<file path="src/rtl/sps_pkg.sv">
`default_nettype none
// ============================================================================
// Module   : sps_pkg
// Purpose  : Shared constants and types for the parking slot timer.
// Revision : 1.0 - initial release
// ============================================================================
package sps_pkg;

  localparam int NUM_SLOTS = 4;
  localparam int SLOT_W    = 2;
  localparam int TIME_W    = 6;
  localparam int MAX_MIN   = 59;
  localparam int MAX_SEC   = 59;

  // Display state: capacity view or a departing car's parked time
  typedef enum logic [0:0] {
    IDLE = 1'b0,
    SHOW = 1'b1
  } disp_state_t;

endpackage
`default_nettype wire

</file>
<file path="src/rtl/slot_timer.sv">
`default_nettype none
// ============================================================================
// Module   : slot_timer
// Purpose  : Elapsed-time counter for one parking slot (min:sec, saturating
//            at 59:59). park/leave are already decoded for this slot.
// Revision : 1.0 - initial release
// ============================================================================
module slot_timer
  import sps_pkg::*;
(
  input  logic              clk,
  input  logic              reset,
  input  logic              tick,
  input  logic              park,
  input  logic              leave,
  output logic              run,
  output logic [TIME_W-1:0] mins,
  output logic [TIME_W-1:0] secs
);

  // Start, stop and advance this slot's elapsed time. A park that coincides
  // with a leave of the running car restarts the slot for the new car; a
  // park always wins over a tick so a new car starts at exactly 00:00.
  always_ff @(posedge clk or negedge reset) begin
    if (!reset) begin
      run  <= 1'b0;
      mins <= '0;
      secs <= '0;
    end else if (park && (!run || leave)) begin
      run  <= 1'b1;
      mins <= '0;
      secs <= '0;
    end else if (leave && run) begin
      run  <= 1'b0;
      mins <= '0;
      secs <= '0;
    end else if (tick && run) begin
      if (secs != TIME_W'(MAX_SEC)) begin
        secs <= secs + TIME_W'(1);
      end else if (mins != TIME_W'(MAX_MIN)) begin
        secs <= '0;
        mins <= mins + TIME_W'(1);
      end
    end
  end

endmodule
`default_nettype wire

</file>
<file path="src/rtl/parking_timer.sv">
`default_nettype none
// ============================================================================
// Module   : parking_timer
// Purpose  : Four-slot parking timer. Each slot counts its car's parked time;
//            on departure the time is shown for SHOW_SECONDS ticks.
// Revision : 1.0 - initial release
// ============================================================================
module parking_timer
  import sps_pkg::*;
#(
  parameter int SHOW_SECONDS = 5
) (
  input  logic              clk,
  input  logic              reset,
  input  logic              tick_1Hz,
  input  logic              park_pulse,
  input  logic [SLOT_W-1:0] park_slot,
  input  logic              leave_pulse,
  input  logic [SLOT_W-1:0] leave_slot,
  output logic              mode,
  output logic [TIME_W-1:0] minutes,
  output logic [TIME_W-1:0] seconds,
  output logic [NUM_SLOTS-1:0] timing
);

  localparam int SHOW_W = $clog2(SHOW_SECONDS + 1);

  logic [NUM_SLOTS-1:0] slot_run;
  logic [TIME_W-1:0]    slot_min [NUM_SLOTS];
  logic [TIME_W-1:0]    slot_sec [NUM_SLOTS];
  logic                 valid_leave;
  logic [TIME_W-1:0]    cap_min;
  logic [TIME_W-1:0]    cap_sec;
  disp_state_t          state;
  logic [SHOW_W-1:0]    show_cnt;

  generate
    for (genvar n = 0; n < NUM_SLOTS; n++) begin : g_slot
      slot_timer u_slot (
        .clk   (clk),
        .reset (reset),
        .tick  (tick_1Hz),
        .park  (park_pulse && (park_slot == SLOT_W'(n))),
        .leave (leave_pulse && (leave_slot == SLOT_W'(n))),
        .run   (slot_run[n]),
        .mins  (slot_min[n]),
        .secs  (slot_sec[n])
      );
    end
  endgenerate

  // Only a departure from an occupied slot reaches the display; the
  // captured time is the slot's value before this cycle's tick.
  assign valid_leave = leave_pulse && slot_run[leave_slot];
  assign cap_min     = slot_min[leave_slot];
  assign cap_sec     = slot_sec[leave_slot];

  // Run flags are registers inside the slot timers, so timing is registered
  assign timing = slot_run;

  // Display FSM: a valid departure (re)enters SHOW; SHOW ends on the tick
  // that exhausts the show counter.
  always_ff @(posedge clk or negedge reset) begin
    if (!reset) begin
      state    <= IDLE;
      mode     <= 1'b0;
      minutes  <= '0;
      seconds  <= '0;
      show_cnt <= '0;
    end else if (valid_leave) begin
      state    <= SHOW;
      mode     <= 1'b1;
      minutes  <= cap_min;
      seconds  <= cap_sec;
      show_cnt <= SHOW_W'(SHOW_SECONDS);
    end else begin
      case (state)
        SHOW: begin
          if (tick_1Hz) begin
            if (show_cnt <= SHOW_W'(1)) begin
              state    <= IDLE;
              mode     <= 1'b0;
              minutes  <= '0;
              seconds  <= '0;
              show_cnt <= '0;
            end else begin
              show_cnt <= show_cnt - SHOW_W'(1);
            end
          end
        end
        default: begin
          state   <= IDLE;
          mode    <= 1'b0;
          minutes <= '0;
          seconds <= '0;
        end
      endcase
    end
  end

endmodule
`default_nettype wire

</file>
<file path="config.mk">
export PLATFORM = sky130hd
export DESIGN_NAME = parking_timer
export DESIGN_NICKNAME = d
export VERILOG_FILES = /design/src/rtl/sps_pkg.sv /design/src/rtl/slot_timer.sv /design/src/rtl/parking_timer.sv
export SDC_FILE = /design/constraint.sdc
export NUM_CORES = 1
export LEC_CHECK = 0
export ABC_CLOCK_PERIOD_IN_PS = 4600
export CORE_UTILIZATION = 30
export CTS_CLUSTER_DIAMETER = 50
export DETAILED_ROUTE_END_ITERATION = 16
export PLACE_DENSITY = 0.42
export RECOVER_POWER = 100
export SLEW_MARGIN = 20
export SYNTH_ARGS = -nofsm -noshare
export SYNTH_HDL_FRONTEND = slang
export SYNTH_SLANG_ARGS = --single-unit
</file>
<file path="constraint.sdc">
create_clock -name clk -period 4.6 [get_ports clk]
set_clock_uncertainty 0.05 [all_clocks]
set_input_delay 0.92 -clock clk [delete_from_list [all_inputs] [get_ports clk]]
set_output_delay 0.92 -clock clk [all_outputs]
set_load 0.01 [all_outputs]
</file>
# Yosys cells after proc, flatten, opt, wreduce, memory -nomap -nowiden
# Cells that the tools add are included.
dict set report totals {
  word_cells 182
  output_inout_bits 17
  ff_bits 69
  in_bits 9
}
dict set report op_classes {
  n_eq_ne 20
  bitwise_logic 1
  n_reduce_logical 59
  n_addsub 9
  order_cmp 3
  n_mux 73
}
# op count
set op_table {}
lappend op_table {{6-bit 2-to-1 mux} 49}
lappend op_table {{6-bit by 1-bit adder with 6-bit output (second input constant)} 8}
lappend op_table {{6-bit inequality test (second input constant)} 8}
lappend op_table {{6-bit binary-select mux with 2-bit select} 2}
lappend op_table {{3-bit nonzero test} 8}
lappend op_table {{1-bit logical AND} 21}
lappend op_table {{1-bit 2-to-1 mux} 17}
lappend op_table {{4-bit nonzero test} 4}
lappend op_table {{3-bit 2-to-1 mux} 4}
lappend op_table {{3-bit by 1-bit inequality test with 1-bit output (second input constant)} 4}
lappend op_table {{2-bit AND reduction} 6}
lappend op_table {{3-bit AND reduction} 4}
lappend op_table {{2-bit nonzero test} 6}
lappend op_table {{2-bit equality test (second input constant)} 4}
lappend op_table {{2-bit by 1-bit equality test with 1-bit output (second input constant)} 2}
lappend op_table {{1-bit zero test} 4}
lappend op_table {{2-bit zero test} 2}
lappend op_table {{1-bit logical OR} 4}
lappend op_table {{3-bit >= comparator (second input constant)} 1}
lappend op_table {{3-bit by 1-bit less-or-equal comparator with 1-bit output (second input constant)} 1}
lappend op_table {{2-bit by 3-bit < comparator with 1-bit output (second input constant)} 1}
lappend op_table {{3-bit by 2-bit inequality test with 1-bit output (second input constant)} 1}
lappend op_table {{3-bit inequality test (second input constant)} 1}
lappend op_table {{2-bit inverter with 3-bit output} 1}
lappend op_table {{other kinds (2)} 2}

# Depth between registers and ports, before layout
dict set report depth {
  word_depth 6
  ltp_mapped 8
  ltp_nobuf 7
}

# By module
# From an unflattened synthesis, not the netlist that was laid out.
dict set report hier_totals {
  hier_cells 413
  hier_area_um2 4324.1
}
# module area_each_um2 instances cells_each
set modules_own_cells {}
lappend modules_own_cells {{slot_timer at g_slot[0].u_slot ...} 769.5 3 78}
lappend modules_own_cells {parking_timer 1258.7 1 109}
lappend modules_own_cells {{slot_timer at g_slot[3].u_slot} 757.0 1 70}

# Worst setup path before layout
# No wires, ideal clock.
dict set report synth_path {
  path_kind {input-to-reg}
  startpoint {input port leave_slot[0]}
  endpoint {register minutes[0]}
  arrival_time_ns 2.420
  path_slack_ns 2.064
  required_time_ns 4.484
  setup_time_ns 0.066
  n_path_buf 3
  path_stages 7
  path_cell_list {buf_2 mux4_2 and2_1 clkbuf_1 nor2b_1 buf_2 a22o_1}
}
dict set report synth_between {
  elab_chain_cells 5
  elab_cells_between_ends 11
  cone_classes {2 x eq/ne; 6 x mux; 1 x bitwise; 2 x reduce/logical}
}
# item line
set synth_rtl {}
lappend synth_rtl {{start, declared} parking_timer.sv:19} ;# input logic [SLOT_W-1:0] leave_slot,
lappend synth_rtl {{1-bit binary-select mux with 2-bit select / 2-bit inverter with 3-bit output (equally long branches)} {parking_timer.sv:54, parking_timer.sv:55}}
lappend synth_rtl {{1-bit 2-to-1 mux (implied by the code) / 6-bit binary-select mux with 2-bit select (equally long branches)} {parking_timer.sv:54, parking_timer.sv:55}}
lappend synth_rtl {{1-bit logical AND / 6-bit 2-to-1 mux (equally long branches)} {parking_timer.sv:54, parking_timer.sv:55}}
lappend synth_rtl {{3-bit by 2-bit inequality test with 1-bit output (no source line) (tied with other cells)} n/a}
lappend synth_rtl {{2-bit AND reduction (no source line) / 6-bit 2-to-1 mux (equally long branches)} n/a}
lappend synth_rtl {{end signal, assigned} parking_timer.sv:73} ;# minutes <= cap_min;
lappend synth_rtl {{end, declared} parking_timer.sv:21} ;# output logic [TIME_W-1:0] minutes,
# Several ways; a longest one is shown, not always the timed one. The select of a mux whose other input is x is not followed.
# A chain may end at the register's enable or synchronous reset.

# Worst setup path after layout
dict set report layout_path {
  startpoint {input port leave_slot[0]}
  endpoint {register g_slot[0].u_slot.mins[0]}
}
dict set report layout_between {
  elab_chain_cells 6
  elab_cells_between_ends 11
  cone_classes {1 x eq/ne; 2 x mux; 8 x reduce/logical}
}
# item line
set layout_rtl {}
lappend layout_rtl {{2-bit zero test (*)} parking_timer.sv:44} ;# .leave (leave_pulse && (leave_slot == SLOT_W'(n))),
lappend layout_rtl {{1-bit logical AND (*)} parking_timer.sv:44}
lappend layout_rtl {{1-bit logical OR} slot_timer.sv:29} ;# end else if (park && (!run || leave)) begin
lappend layout_rtl {{1-bit logical AND} slot_timer.sv:29}
lappend layout_rtl {{3-bit by 1-bit inequality test with 1-bit output (no source line) / 3-bit nonzero test (equally long branches)} n/a}
lappend layout_rtl {{3-bit AND reduction (no source line)} n/a}
lappend layout_rtl {{end signal, assigned} slot_timer.sv:42} ;# mins <= mins + TIME_W'(1);
lappend layout_rtl {{end, declared} slot_timer.sv:17} ;# output logic [TIME_W-1:0] mins,
# Every way passes the cells marked *; elsewhere a longest branch is shown, timed or not.

==> results.cfg <==
[timing]
min_period_ns = 3.60
timing.final.hold_violations = 0
period_share = 0.783
tns_ns = 0
worst_pin_slew_ns = 2.06
slew_headroom = -0.372
max_freq_ghz = 0.278
drv_slew = 38
rsz0062_at_grt = false
setup_viol = 0

[detailed_routing]
drt-initial-drc-count = 219
wirelength_um = 10800
via_count = 3096
ant_nets = 0
drt_pass1_iterations = 4
avgRoutedWirePerCell_um = 18.5
drc = 0
vias_per_cell = 5.30

[floorplan]
num_rows = 41
initial_core_util = 0.309
die_width_um = 117
die_area_mm2 = 0.0136
fp.coreArea_mm2 = 0.0127
io_pins = 26
fp.dieH_um = 117

[min_path]
hold_start = mode$_DFFE_PN0P_
hold_class = flip-flop to flip-flop
min_path_cells = 1
hold_end = mode$_DFFE_PN0P_

[synthesis]
postSynth.asyncResetShare = 1.00
synth.area.top_cells = dfrtp_1, mux4_2, ha_1
synth_area_mm2 = 0.00394
seq_area_frac_synth = 0.439
synth.top_cell.area_share = 0.439
synth.avg_cell_area_um2 = 10.1
yosys_warnings = 0
synth_top_cell_by_area = dfrtp_1
ys_ff_latch = 69
syn_nets = 407
synth-main-ff-cell = dfrtp_1
synth_cell_types = 55
synth_edf_count = 0
syn_inst = 388

[critical_path]
critPathArrivalTime_ns = 3.78
rr_endpoint = minutes[0]$_DFFE_PN0P_
r2r_start = g_slot[0].u_slot.run$_DFFE_PN0P_
max_stage_delay_ns = 0.76
slowest_stage = clkbuf_1
cp-end-kind = flip-flop
reg2reg_slack_ns = 1.95
cp-start-kind = input port
crit_type = input port to flip-flop
critPathRequiredTime_ns = 4.78
crit_path_max_fanout = 16
r2r_cells = 4
crit_chain = dlygate4sd3_1, clkbuf_1, nand2b_1, o21ai_1, a31oi_1, nor2_1, mux2_2

[layout]
area_growth_pct = 18.0
final_common_cell = dfrtp_1
multi_input_area_mm2 = 0.00204
post-route-cell-area_mm2 = 0.00464
final_cell_mix = dfrtp_1, nor2_1, nand2_1, o21ai_0, dlygate4sd3_1
num-fill-cells = 1299
regArea_mm2 = 0.00173
layout.cells.non_filler = 584
diodes = 0
drive_gt1_frac = 0.0995
final_nets = 426

[clocking]
cts_root_buffer = clkbuf_16
numCtsBuffers = 9
clk_latency_ns = 0.35
post_cts_resized = 0
holdBufCountCts = 0
cts.sinks = 69
cts_setup_buffers = 0
cts.clk_slew.worst_paths_ns = 0.06
clockBufferDepth = 2
htree_levels = 3
cts_tree = built

[global_routing]
track_usage = 0.176
antenna_found_initial = 0
grt_pass1_vias = 2947
grt_pass1_wl_um = 17200
grt_max_degree = 38
grt_overflow_total = 0

[place]
place_area_mm2 = 0.00432
portBuffers = 25
placed_cells = 568
dpl.hpwl_um = 8180
gp_congestion = 0.759

[power]
p_per_area_mw_per_mm2 = 426
p_leak_nw = 1.99
ir_drop_mv = 0.172

[run_status]
status = finished with violations
violations = max-capacitance violations, max-slew violations

[job]
cap_viol_max_count = 1
worst max-delay path by stage:
stage | cells past startpoint | endpoint | startpoint
final | 7 | g_slot[0].u_slot.mins[0]$_DFFE_PN0P_ | leave_slot[0]
after global routing | 7 | g_slot[0].u_slot.mins[0]$_DFFE_PN0P_ | leave_slot[0]
after CTS | 5 | seconds[4]$_DFFE_PN0P_ | leave_slot[0]
after detailed placement | 5 | seconds[1]$_DFFE_PN0P_ | leave_slot[0]
after global placement | 7 | g_slot[0].u_slot.mins[0]$_DFFE_PN0P_ | leave_slot[0]
after floorplan | 7 | minutes[0]$_DFFE_PN0P_ | leave_slot[0]
routing by layer:
layer / track usage / vias up / wire length (µm)
li1: - / 1490 / -
met1: 0.245 / 1527 / 5220
met2: 0.264 / 62 / 4890
met3: 0.0426 / 17 / 458
met4: 0.0700 / 0 / 242
met5: 0 / - / 0
report_power, final:
group | internal, W | switching [W] | total (W) | leakage, nW
Combinational | 0.000188 | 0.000221 | 0.000409 | 0.903
Clock | 0.000488 | 0.000273 | 0.000761 | 0.158
Sequential | 0.000695 | 0.000114 | 0.000808 | 0.925
layout make-up:
type | instances | share of cell area
multi-input combinational | 281 | 0.440
sequential | 69 | 0.372
timing repair buffer | 29 | 0.0577
clock buffer | 10 | 0.0515
tap | 172 | 0.0464
clock inverter | 6 | 0.0186
inverter | 17 | 0.0137
sequential cells by signal, summed over array words and instances (netlist names):
register,flops
g_slot.u_slot.mins,24
g_slot.u_slot.secs,24
minutes,6
seconds,6
g_slot.u_slot.run,4
show_cnt,3
mode,1
state,1
per-stage QoR:
stage | util | hold slack, ns | power, W | setup slack (ns)
6_report | 0.365 | 0.419 | 0.00198 | 0.998
3_5_place_dp | 0.340 | 0.415 | 0.00125 | 1.09
2_1_floorplan | - | 0.413 | 0.00108 | 2.06
4_1_cts | 0.365 | 0.429 | 0.00202 | 1.45
5_1_grt | 0.365 | 0.438 | 0.00210 | 0.650
3_3_place_gp | 0.340 | 0.418 | 0.00124 | 1.17
cells in the mapped netlist (all sizes together) (2+ instances only):
| library cell | n |
|---|---|
| a21boi | 2 |
| o21bai | 2 |
| a21oi | 17 |
| or3 | 11 |
| ha | 10 |
| or2 | 2 |
| nand3b | 3 |
| o211ai | 4 |
| o41ai | 4 |
| o21a | 2 |
| a22o | 13 |
| and4 | 3 |
| nor2b | 4 |
| nor3 | 11 |
| o22ai | 3 |
| a31oi | 7 |
| nand4 | 13 |
| mux2i | 6 |
| a41oi | 2 |
| and2 | 13 |
| nor2 | 26 |
| and3 | 5 |
| nand3 | 11 |
| inv | 17 |
| buf | 9 |
| dfrtp | 69 |
| or4 | 2 |
| xor2 | 14 |
| o21ai | 21 |
| a21o | 4 |
| mux2 | 3 |
| and4b | 2 |
| nand2b | 3 |
| nand2 | 27 |
| a211o | 3 |
| mux4 | 13 |
| clkbuf | 12 |
| o2111ai | 6 |
cell families (layout without fill, tap and decap cells):
kind of cell | after synthesis | after routing | synth area share
xor gates and xnor gates | 15 | 15 | 0.0334
adders and majority gates | 10 | 10 | 0.0318
buffers and inverters | 38 | 62 | 0.0420
and+or+nand+nor | 139 | 139 | 0.190
DFF | 69 | 69 | 0.439
muxes | 22 | 22 | 0.0992
AOI/OAI and AO/OA | 95 | 95 | 0.165
worst max-delay path, delay by kind of cell:
family,cells,cell delay [ns]
buf+inv,2,1.37
compound gates,2,0.68
simple gates,2,0.47
mux,1,0.33
Note: power is estimated with default switching activity, not from simulation.
